[config.mk]
export PLATFORM = sky130hd
export DESIGN_NAME = axi4lite_master_bridge
export DESIGN_NICKNAME = d
export VERILOG_FILES = /design/src/rtl/axi4lite_master_bridge.sv
export SDC_FILE = /design/constraint.sdc
export NUM_CORES = 1
export LEC_CHECK = 0
export BUFFER_PORTS_ARGS = -buffer_cell sky130_fd_sc_hd__buf_2
export CORE_AREA = 4 4 91 93
export DETAILED_ROUTE_END_ITERATION = 16
export DIE_AREA = 0 0 95 97
export PLACE_DENSITY = 0.93
export SYNTH_ARGS = -nofsm -noshare
export SYNTH_HDL_FRONTEND = slang
export SYNTH_SLANG_ARGS = --single-unit
[constraint.sdc]
create_clock -name M_AXI_ACLK -period 3.9 [get_ports M_AXI_ACLK]
set_input_delay 0 -clock M_AXI_ACLK [delete_from_list [all_inputs] [get_ports M_AXI_ACLK]]
set_output_delay 0 -clock M_AXI_ACLK [all_outputs]
set_load 0.02 [all_outputs]
[src/rtl/axi4lite_master_bridge.sv]
// Single-outstanding AXI4-Lite initiator: turns one-beat simple-bus commands into AXI4-Lite reads/writes.
// Optional response-wait abort (debug only) is compiled in with `define AXI4LITE_MASTER_TIMEOUT_EN.
module axi4lite_master_bridge #(
    parameter int C_M_AXI_ADDR_WIDTH = 6,
    parameter int C_M_AXI_DATA_WIDTH = 32,
    parameter int TIMEOUT_CYCLES     = 255
) (
    input  logic                            M_AXI_ACLK,
    input  logic                            M_AXI_ARESET,
    input  logic                            cmdWr,
    input  logic                            cmdRd,
    input  logic [C_M_AXI_ADDR_WIDTH-1:0]   cmdAddr,
    input  logic [C_M_AXI_DATA_WIDTH-1:0]   cmdWrData,
    input  logic [C_M_AXI_DATA_WIDTH/8-1:0] cmdWrStrb,
    output logic                            cmdReady,
    output logic                            rspValid,
    output logic [C_M_AXI_DATA_WIDTH-1:0]   rspRdData,
    output logic [1:0]                      rspResp,
`ifdef AXI4LITE_MASTER_TIMEOUT_EN
    output logic                            timeoutFlag,
`endif
    output logic [C_M_AXI_ADDR_WIDTH-1:0]   M_AXI_AWADDR,
    output logic [2:0]                      M_AXI_AWPROT,
    output logic                            M_AXI_AWVALID,
    input  logic                            M_AXI_AWREADY,
    output logic [C_M_AXI_DATA_WIDTH-1:0]   M_AXI_WDATA,
    output logic [C_M_AXI_DATA_WIDTH/8-1:0] M_AXI_WSTRB,
    output logic                            M_AXI_WVALID,
    input  logic                            M_AXI_WREADY,
    input  logic [1:0]                      M_AXI_BRESP,
    input  logic                            M_AXI_BVALID,
    output logic                            M_AXI_BREADY,
    output logic [C_M_AXI_ADDR_WIDTH-1:0]   M_AXI_ARADDR,
    output logic [2:0]                      M_AXI_ARPROT,
    output logic                            M_AXI_ARVALID,
    input  logic                            M_AXI_ARREADY,
    input  logic [C_M_AXI_DATA_WIDTH-1:0]   M_AXI_RDATA,
    input  logic [1:0]                      M_AXI_RRESP,
    input  logic                            M_AXI_RVALID,
    output logic                            M_AXI_RREADY
);

    localparam int STRB_W = C_M_AXI_DATA_WIDTH / 8;

    if (TIMEOUT_CYCLES < 1) begin : g_bad_timeout
        $error("TIMEOUT_CYCLES must be at least 1");
    end

    typedef enum logic [2:0] {
        IDLE,
        WR_ADDR_DATA,
        WR_RESP,
        RD_ADDR,
        RD_DATA
    } state_t;

    state_t                          state;
    logic [C_M_AXI_ADDR_WIDTH-1:0]   addr_q;
    logic [C_M_AXI_DATA_WIDTH-1:0]   wdata_q;
    logic [STRB_W-1:0]               wstrb_q;
    logic                            aw_done;
    logic                            w_done;
    logic                            aw_hs;
    logic                            w_hs;

    assign aw_hs = M_AXI_AWVALID & M_AXI_AWREADY;
    assign w_hs  = M_AXI_WVALID & M_AXI_WREADY;

    // One shared address latch serves both AW and AR since only one transaction is ever in flight.
    assign M_AXI_AWADDR = addr_q;
    assign M_AXI_ARADDR = addr_q;
    assign M_AXI_WDATA  = wdata_q;
    assign M_AXI_WSTRB  = wstrb_q;
    assign M_AXI_AWPROT = 3'b000;
    assign M_AXI_ARPROT = 3'b000;

    // NOTE: cmdReady is combinational so it is low during reset yet high the very first cycle after it.
    assign cmdReady = (state == IDLE) & ~M_AXI_ARESET;

`ifdef AXI4LITE_MASTER_TIMEOUT_EN
    localparam int TMO_W = $clog2(TIMEOUT_CYCLES + 1);
    logic [TMO_W-1:0] tmo_cnt;
    logic             txn_done;

    assign txn_done = ((state == WR_RESP) & M_AXI_BVALID) | ((state == RD_DATA) & M_AXI_RVALID);
`endif

    // NOTE: every register here uses <=, so all branches read the pre-edge values regardless of order.
    always_ff @(posedge M_AXI_ACLK) begin
        if (M_AXI_ARESET) begin
            // NOTE: the small data/address latches are reset too, so a bus snoop never sees stale X values.
            state         <= IDLE;
            addr_q        <= '0;
            wdata_q       <= '0;
            wstrb_q       <= '0;
            aw_done       <= 1'b0;
            w_done        <= 1'b0;
            M_AXI_AWVALID <= 1'b0;
            M_AXI_WVALID  <= 1'b0;
            M_AXI_BREADY  <= 1'b0;
            M_AXI_ARVALID <= 1'b0;
            M_AXI_RREADY  <= 1'b0;
            rspValid      <= 1'b0;
            rspRdData     <= '0;
            rspResp       <= 2'b00;
`ifdef AXI4LITE_MASTER_TIMEOUT_EN
            tmo_cnt       <= '0;
            timeoutFlag   <= 1'b0;
`endif
        end else begin
            rspValid <= 1'b0;
            case (state)
                IDLE: begin
                    if (cmdRd) begin
                        addr_q        <= cmdAddr;
                        M_AXI_ARVALID <= 1'b1;
                        state         <= RD_ADDR;
                    end else if (cmdWr) begin
                        addr_q        <= cmdAddr;
                        wdata_q       <= cmdWrData;
                        wstrb_q       <= cmdWrStrb;
                        aw_done       <= 1'b0;
                        w_done        <= 1'b0;
                        M_AXI_AWVALID <= 1'b1;
                        M_AXI_WVALID  <= 1'b1;
                        state         <= WR_ADDR_DATA;
                    end
                end
                WR_ADDR_DATA: begin
                    if (aw_hs) begin
                        M_AXI_AWVALID <= 1'b0;
                        aw_done       <= 1'b1;
                    end
                    if (w_hs) begin
                        M_AXI_WVALID <= 1'b0;
                        w_done       <= 1'b1;
                    end
                    if ((aw_done | aw_hs) & (w_done | w_hs)) begin
                        M_AXI_BREADY <= 1'b1;
                        state        <= WR_RESP;
                    end
                end
                WR_RESP: begin
                    if (M_AXI_BVALID) begin
                        M_AXI_BREADY <= 1'b0;
                        rspResp      <= M_AXI_BRESP;
                        rspValid     <= 1'b1;
                        state        <= IDLE;
                    end
                end
                RD_ADDR: begin
                    if (M_AXI_ARREADY) begin
                        M_AXI_ARVALID <= 1'b0;
                        M_AXI_RREADY  <= 1'b1;
                        state         <= RD_DATA;
                    end
                end
                RD_DATA: begin
                    if (M_AXI_RVALID) begin
                        M_AXI_RREADY <= 1'b0;
                        rspRdData    <= M_AXI_RDATA;
                        rspResp      <= M_AXI_RRESP;
                        rspValid     <= 1'b1;
                        state        <= IDLE;
                    end
                end
                default: state <= IDLE;
            endcase
`ifdef AXI4LITE_MASTER_TIMEOUT_EN
            // Placed after the case so an abort overrides whatever the state branch scheduled.
            if ((state == IDLE) || txn_done) begin
                tmo_cnt <= '0;
            end else if (tmo_cnt == TMO_W'(TIMEOUT_CYCLES - 1)) begin
                state         <= IDLE;
                M_AXI_AWVALID <= 1'b0;
                M_AXI_WVALID  <= 1'b0;
                M_AXI_BREADY  <= 1'b0;
                M_AXI_ARVALID <= 1'b0;
                M_AXI_RREADY  <= 1'b0;
                rspValid      <= 1'b1;
                rspResp       <= 2'b11;
                timeoutFlag   <= 1'b1;
                tmo_cnt       <= '0;
            end else begin
                tmo_cnt <= tmo_cnt + TMO_W'(1);
            end
`endif
        end
    end

endmodule

-- After elaboration in Yosys (flattened, before gate mapping)
Index checks and enable logic that the tools add are counted.
- register bits: 87
- output and inout port bits: 95
- equal/unequal tests: 14
- multiplexer cells: 36
- bitwise logic cells: 8
- reduce and logical (&&, ||, !) cells: 17
- operator list (cell ; count):
    3-bit two-way mux ; 6
    2-bit != test (second input constant) ; 9
    1-bit two-way mux ; 16
    1-bit case mux with 2 select lines ; 8
    3-bit case mux with 5 select lines ; 1
    3-bit AND reduction ; 5
    6-bit two-way mux ; 2
    2-bit nonzero test ; 6
    4-bit AND reduction ; 2
    3-bit by 2-bit == test with 1-bit output (second input constant) ; 2
    5-bit AND reduction ; 1
    1-bit bitwise AND ; 4
    2-bit two-way mux ; 2
    2-bit case mux with 2 select lines ; 1
    2-bit AND reduction ; 2
    3-bit by 1-bit == test with 1-bit output (second input constant) ; 1
    3-bit == test (second input constant) ; 1
    3-bit logical NOT ; 1
    3-bit != test (second input constant) ; 1
    1-bit inverter ; 2
    1-bit bitwise OR ; 2

-- Depth between registers and ports, before layout
Gate-level depths: netlist (run 1).
- depth after elaboration: 5
- depth in mapped cells: 6

-- Least setup slack after synthesis (run 1)
No wires, ideal clock.
- path kind: register to register
- from: register state[2]
- to: register wdata_q[31] (netlist: M_AXI_WDATA[31])
- setup time: 0.132 ns
- arrival time: 1.227 ns
- required time: 3.768 ns
- slack: 2.541 ns
- stages on the path, launching flop included: 7
- buffers on the path: 3
- clock period less this slack: 1.359 ns
- path through: dfxtp_1 > buf_6 > or3_4 > buf_6 > buf_6 > o21ai_1 > a21oi_1
- longest elaborated chain between the ends: 2
- RTL lines (element ; line ; RTL):
    start, declared ; 57 ; state_t state;
    start signal, assigned ; 92 ; state <= IDLE;
    start signal, assigned ; 117 ; state <= RD_ADDR;
    start signal, assigned ; 126 ; state <= WR_ADDR_DATA;
    3-bit logical NOT ; 112 ; case (state)
    3-bit AND reduction (no line) ; n/a ;
    end signal, assigned ; 120 ; wdata_q <= cmdWrData;
    end, declared ; 59 ; logic [C_M_AXI_DATA_WIDTH-1:0] wdata_q;
Every way passes these cells.
A chain may end at the register's enable or synchronous reset.

-- Worst setup path in the final report (run 1)
- from: register state[0]
- to: register wdata_q[30] (netlist: M_AXI_WDATA[30])
The elaborated chain is that of the path after synthesis.

==> flow_metrics.py, run 1 <==
metrics = {
    "run_status": {
        "outcome": "finished clean",
    },
    "synthesis": {
        "synth_top_flop_cell": "dfxtp_1",
        "ys_seq_area_frac": 0.499,
        "synth-seq-cells": 87,
        "postSynthCellCount": 413,
        "synth_area_um2": 3490,
        "postSynth.asyncResetShare": 0,
        "synth_edf_count": 0,
        "synth_cell_types": 33,
        "yosys_warnings": 0,
        "netlist.area_leader.share": 0.499,
        "avgSynthCellArea_um2": 8.46,
        "synth_area_leaders": "dfxtp_1 50%, a21oi_1 12%, nand2_1 7.2%",
        "synth_top_area_cell": "dfxtp_1",
    },
    "cells_and_area": {
        "fillCellCount": 572,
        "final_layout_size_suffix_gt1_frac": 0.324,
        "area_growth_pct": 50.0,
        "fin_nets": 724,
        "fin_util": 0.696,
        "n_antenna_cell": 0,
    },
    "sta": {
        "rsz0062_at_grt": "false",
        "fin_crit_ns": 1.79,
        "hold_viol_final": 0,
        "final.setup.tns_ns": 0,
        "worstMarginPinSlew_ns": 0.975,
        "slew_headroom": 0.350,
        "fmax_mhz": 559,
        "fin_skew_ns": 0.0114,
        "setup_viol": 0,
        "drv_slew": 0,
        "period_share": 0.459,
    },
    "power": {
        "ir_drop_mv": 0.268,
        "p_leak_nw": 2.28,
        "power_density_nw_per_um2": 391,
    },
    "hold_path": {
        "min_path_cells": 3,
        "min_path_type": "input port to register",
    },
    "detailed_routing": {
        "drt-wirelength-per-cell_um": 16.5,
        "drcViolationCount": 0,
        "num_vias": 3919,
        "drt_iter0_drc": 274,
        "routed_wl_um": 12300,
        "vias_per_cell": 5.27,
        "antenna_left": 0,
        "first_pass_iters": 5,
    },
    "critical_path": {
        "crit_family": "simple AND/OR/NAND/NOR gates",
        "slowest_stage": "nor3_4",
        "arrival_ns": 2.05,
        "path_cells": "nor3_4 > buf_4 > nand3_1 > a21oi_1",
        "reg2reg_depth": 4,
        "crit_buf_inv": 1,
        "critPathKind": "register to register",
        "startpoint_type": "register",
        "cp_max_fo": 34,
        "cpPeakStageDelay_ns": 0.48,
        "required_ns": 4.16,
        "cp-end-kind": "register",
        "path_depth": 4,
    },
    "clocking": {
        "cts_buffer_depth": 2,
        "cts_made_buffers": 9,
        "clk_pin_slew_ns": 0.09,
        "htreeDepth": 3,
        "root_buffer": "clkbuf_8",
        "clkLatencyLatePin_ns": 0.35,
        "cts_tree": "built",
        "cts.sinks": 87,
    },
    "global_route": {
        "antenna_found_initial": 0,
        "grt_pass1_vias": 3962,
        "grt_max_degree": 53,
        "overflow": 0,
        "grt_pass1_wl_um": 19300,
        "grt.total_usage": 0.261,
    },
    "floorplan": {
        "rows": 32,
        "die-area_um2": 9220,
        "top_level_ports": 182,
        "die-width_um": 95,
        "die_h_um": 97,
        "start_util": 0.464,
        "fp.coreArea_um2": 7530,
    },
    "place": {
        "numPortBuffers": 175,
        "gp_congestion": 0.762,
        "dp_hpwl_um": 6940,
    },
    "run": {
        "maxCapViolations": 0,
    },
}
[final timing paths]
| path | start | to | slack [ns] |
|---|---|---|---|
| setup / recovery | state[0] | M_AXI_WDATA[30] | 2.11 |
| setup reg to reg | state[0] | M_AXI_WDATA[30] | 2.11 |
| hold / removal | cmdRd | M_AXI_ARVALID | 0.03 |
| hold reg to reg | M_AXI_RREADY | M_AXI_RREADY | 0.45 |
[Yosys cell counts, types with 2 or more instances]
master	number
dfxtp_1	87
a21oi_1	84
nand2_1	67
nand3_1	45
o21ai_1	39
clkbuf_1	14
buf_4	13
buf_6	13
buf_2	8
nor3b_1	6
o21ai_0	5
nor2b_1	4
nor2_1	3
a211oi_2	2
buf_1	2
mux2i_1	2
nand2b_1	2
nor3_1	2
[worst min-delay path: cells and delay by family]
family	cells	cell delay, ns
AOI/OAI and AO/OA	1	0.13
buffers and inverters	1	0.14
and+or+nand+nor	1	0.06
[area by class of cell]
class	count	area (um^2)	share of cell area
flip-flops and latches	87	1740	0.332
clock buffers	10	138	0.0263
clock inverters	6	92.6	0.0177
well taps	102	128	0.0244
repair buffers	259	1700	0.325
multi-input cells	280	1440	0.275
[through the flow]
| stage | hold WS, ns | instances | cell area (um^2) | total power (W) | setup slack, ns |
|---|---|---|---|---|---|
| 2_1_floorplan | 0.136 | 418 | 3510 | 0.00121 | 2.54 |
| 3_3_place_gp | 0.239 | 650 | 4230 | 0.00127 | 2.28 |
| 3_5_place_dp | 0.250 | 650 | 4230 | 0.00128 | 2.20 |
| 4_1_cts | 0.00713 | 744 | 5240 | 0.00205 | 2.14 |
| 5_1_grt | 0.0290 | 744 | 5240 | 0.00213 | 2.00 |
| 6_report | 0.0280 | 744 | 5240 | 0.00205 | 2.11 |
[registers in the layout, indices dropped and copies added, names as in the netlist]
name	count
M_AXI_WDATA	32
rspRdData	32
M_AXI_ARADDR	6
M_AXI_WSTRB	4
state	3
rspResp	2
M_AXI_ARVALID	1
M_AXI_AWVALID	1
M_AXI_BREADY	1
M_AXI_RREADY	1
M_AXI_WVALID	1
aw_done	1
rspValid	1
w_done	1
[layer usage]
| metal | part of all wire | track usage | vias to the layer above |
|---|---|---|---|
| li1 | - | - | 1845 |
| met1 | 0.37 | 0.299 | 1791 |
| met2 | 0.49 | 0.443 | 242 |
| met3 | 0.11 | 0.0731 | 41 |
| met4 | 0.031 | 0.118 | 0 |
| met5 | 0 | 0 | - |
[power by group]
group          leakage [nW]  switching [W]  internal [W]
clock                 0.109       0.000329      0.000382
combinational          1.46       0.000224      0.000160
sequential            0.706      0.0000312      0.000924
[repair_timing]
action / in CTS / in global routing
hold endpoints to repair: 78 / 0
endpoints found under the setup margin: 0 / 0
resized for setup: 0 / 0
setup buffers: 0 / 0
hold buffers: 78 / 0
[kinds of logic after synthesis]
family | share of synthesized area
AO/OA/AOI/OAI | 0.200
buffers and inverters | 0.0999
flip-flops | 0.499
multiplexers | 0.00895
other | 0.00107
AND/OR/NAND/NOR | 0.192
[layout by cell type, fill, tap and decap left out, drive strengths merged, types with 4 or more instances in the layout]
cell type	n
nor3b	7
nor2b	4
clkbuf	10
conb	6
nand2	67
nand3	45
dfxtp	87
o21ai	44
dlygate4sd3	78
buf	181
a21oi	84
Note: power is estimated with default switching activity, not from simulation.
==> inputs of run 2 (changes only) <==
--- a/config.mk
+++ b/config.mk
@@ -6,10 +6,10 @@
 export NUM_CORES = 1
 export LEC_CHECK = 0
 export BUFFER_PORTS_ARGS = -buffer_cell sky130_fd_sc_hd__buf_2
-export CORE_AREA = 4 4 91 93
+export CORE_AREA = 4 4 98 100
 export DETAILED_ROUTE_END_ITERATION = 16
-export DIE_AREA = 0 0 95 97
-export PLACE_DENSITY = 0.93
+export DIE_AREA = 0 0 102 104
+export PLACE_DENSITY = 0.86
 export SYNTH_ARGS = -nofsm -noshare
 export SYNTH_HDL_FRONTEND = slang
 export SYNTH_SLANG_ARGS = --single-unit
==> constraint.sdc (replaced) <==
create_clock -name M_AXI_ACLK -period 1.5 [get_ports M_AXI_ACLK]
set_input_delay 0 -clock M_AXI_ACLK [delete_from_list [all_inputs] [get_ports M_AXI_ACLK]]
set_output_delay 0 -clock M_AXI_ACLK [all_outputs]
set_load 0.02 [all_outputs]
==> flow_metrics.py, run 2 (synthesis gave the netlist of run 1 again) <==
metrics = {
    "cells_and_area": {
        "n_antenna_cell": 0,
        "mostFrequentLayoutCells": "174 x buf_2, 84 x dfxtp_1, 84 x a21oi_1",
        "fin_nets": 741,
        "final_layout_size_suffix_gt1_frac": 0.344,
        "area_growth_pct": 58.1,
        "fin_util": 0.636,
        "layout_commonest_cell": "buf_2",
        "stdcell_count": 767,
    },
    "clocking": {
        "htreeDepth": 3,
        "clk_pin_slew_ns": 0.10,
        "cts_buffer_depth": 2,
        "cts.sinks": 87,
        "root_buffer": "clkbuf_8",
        "cts_made_buffers": 9,
        "cts_tree": "built",
        "clkLatencyLatePin_ns": 0.35,
    },
    "run": {
        "maxCapViolations": 0,
    },
    "detailed_routing": {
        "vias_per_cell": 5.23,
        "drcViolationCount": 0,
        "num_vias": 4009,
        "drt-wirelength-per-cell_um": 17.1,
        "drt_iter0_drc": 194,
        "first_pass_iters": 4,
        "antenna_left": 0,
        "routed_wl_um": 13100,
    },
    "floorplan": {
        "top_level_ports": 182,
        "fp.coreArea_um2": 8680,
        "start_util": 0.403,
        "die_h_um": 104,
        "die-width_um": 102,
        "rows": 34,
        "die-area_um2": 10600,
    },
    "critical_path": {
        "cp-end-kind": "register",
        "cp_max_fo": 27,
        "startpoint_type": "register",
        "worst-r2r-setup-slack_ns": 0.01,
        "arrival_ns": 1.75,
        "required_ns": 1.76,
        "critPathKind": "register to register",
    },
    "power": {
        "p_leak_nw": 2.42,
        "power_density_nw_per_um2": 1010,
        "ir_drop_mv": 0.791,
    },
    "place": {
        "dp_hpwl_um": 7060,
        "dp_slack_ns": 0.00401,
        "dp_cells": 664,
        "numPortBuffers": 175,
        "gp_congestion": 0.739,
    },
    "sta": {
        "worst_slack_ns": 0.0108,
        "setup_viol": 0,
        "hold_viol_final": 0,
        "fmax_mhz": 671,
        "drv_slew": 0,
        "fin_crit_ns": 1.49,
        "rsz0062_at_grt": "true",
        "period_share": 0.993,
        "fin_skew_ns": 0.0106,
    },
    "global_route": {
        "grt_max_degree": 47,
        "grt_pass1_vias": 4243,
        "antenna_found_initial": 0,
        "grt.total_usage": 0.237,
        "overflow": 0,
        "grt_pass1_wl_um": 20300,
    },
    "hold_path": {
        "min_path_type": "input port to register",
    },
    "run_status": {
        "outcome": "finished clean",
    },
}
run 2: power breakdown:
part / switching [W] / internal, W / leakage (nW)
registers: 0.0000746 / 0.00240 / 0.708
logic: 0.000679 / 0.000580 / 1.60
clock network: 0.000874 / 0.000960 / 0.115
total: 0.00163 / 0.00394 / 2.42
run 2: path summary, 6_finish.rpt:
kind,startpoint,end,cells after the start
worst max-delay path,state[0],rspValid,4
worst min-delay path,M_AXI_ARESET,M_AXI_RREADY,2
worst max register to register,state[0],rspValid,4
worst min register to register,M_AXI_RREADY,M_AXI_RREADY,2
run 2: cell type report:
cell class              instances  area (um^2)
clock inverters                 7          100
well taps                     108          135
repair buffers                274         1950
fillers                       653         3160
multi-input cells             282         1460
flip-flops and latches         87         1750
clock buffers                   9          124
run 2: critical path, stage by stage, from the launching register on:
cell and delay [ns]:
dfxtp_4 0.41, nor4bb_4 0.38, buf_12 0.22, or2_4 0.16, nor2b_1 0.22
run 2: repair_timing:
action | CTS | global route
setup buffers | 1 | 1
cloned | 2 | 4
pin swaps | 1 | 2
endpoints found under the setup margin | 5 | 33
endpoints found under the hold margin | 82 | 0
gates resized for setup | 2 | 6
hold buffers | 79 | 0
run 2: through the flow:
step	instance area, um^2	hold slack [ns]	power [W]	TNS [ns]
2_1_floorplan	3510	0.136	0.00315	0
3_3_place_gp	4360	0.240	0.00337	0
3_5_place_dp	4360	0.248	0.00339	0
4_1_cts	5400	0.0248	0.00544	-0.00236
5_1_grt	5520	0.0420	0.00581	-0.0287
6_report	5520	0.0386	0.00557	0
run 2: routing by layer:
| metal | vias to the layer above | part of all wire | track usage |
|---|---|---|---|
| met2 | 222 | 0.49 | 0.400 |
| met4 | 0 | 0.035 | 0.115 |
| met3 | 37 | 0.090 | 0.0812 |
| met1 | 1860 | 0.39 | 0.260 |
| li1 | 1890 | - | - |
| met5 | - | 0 | 0 |
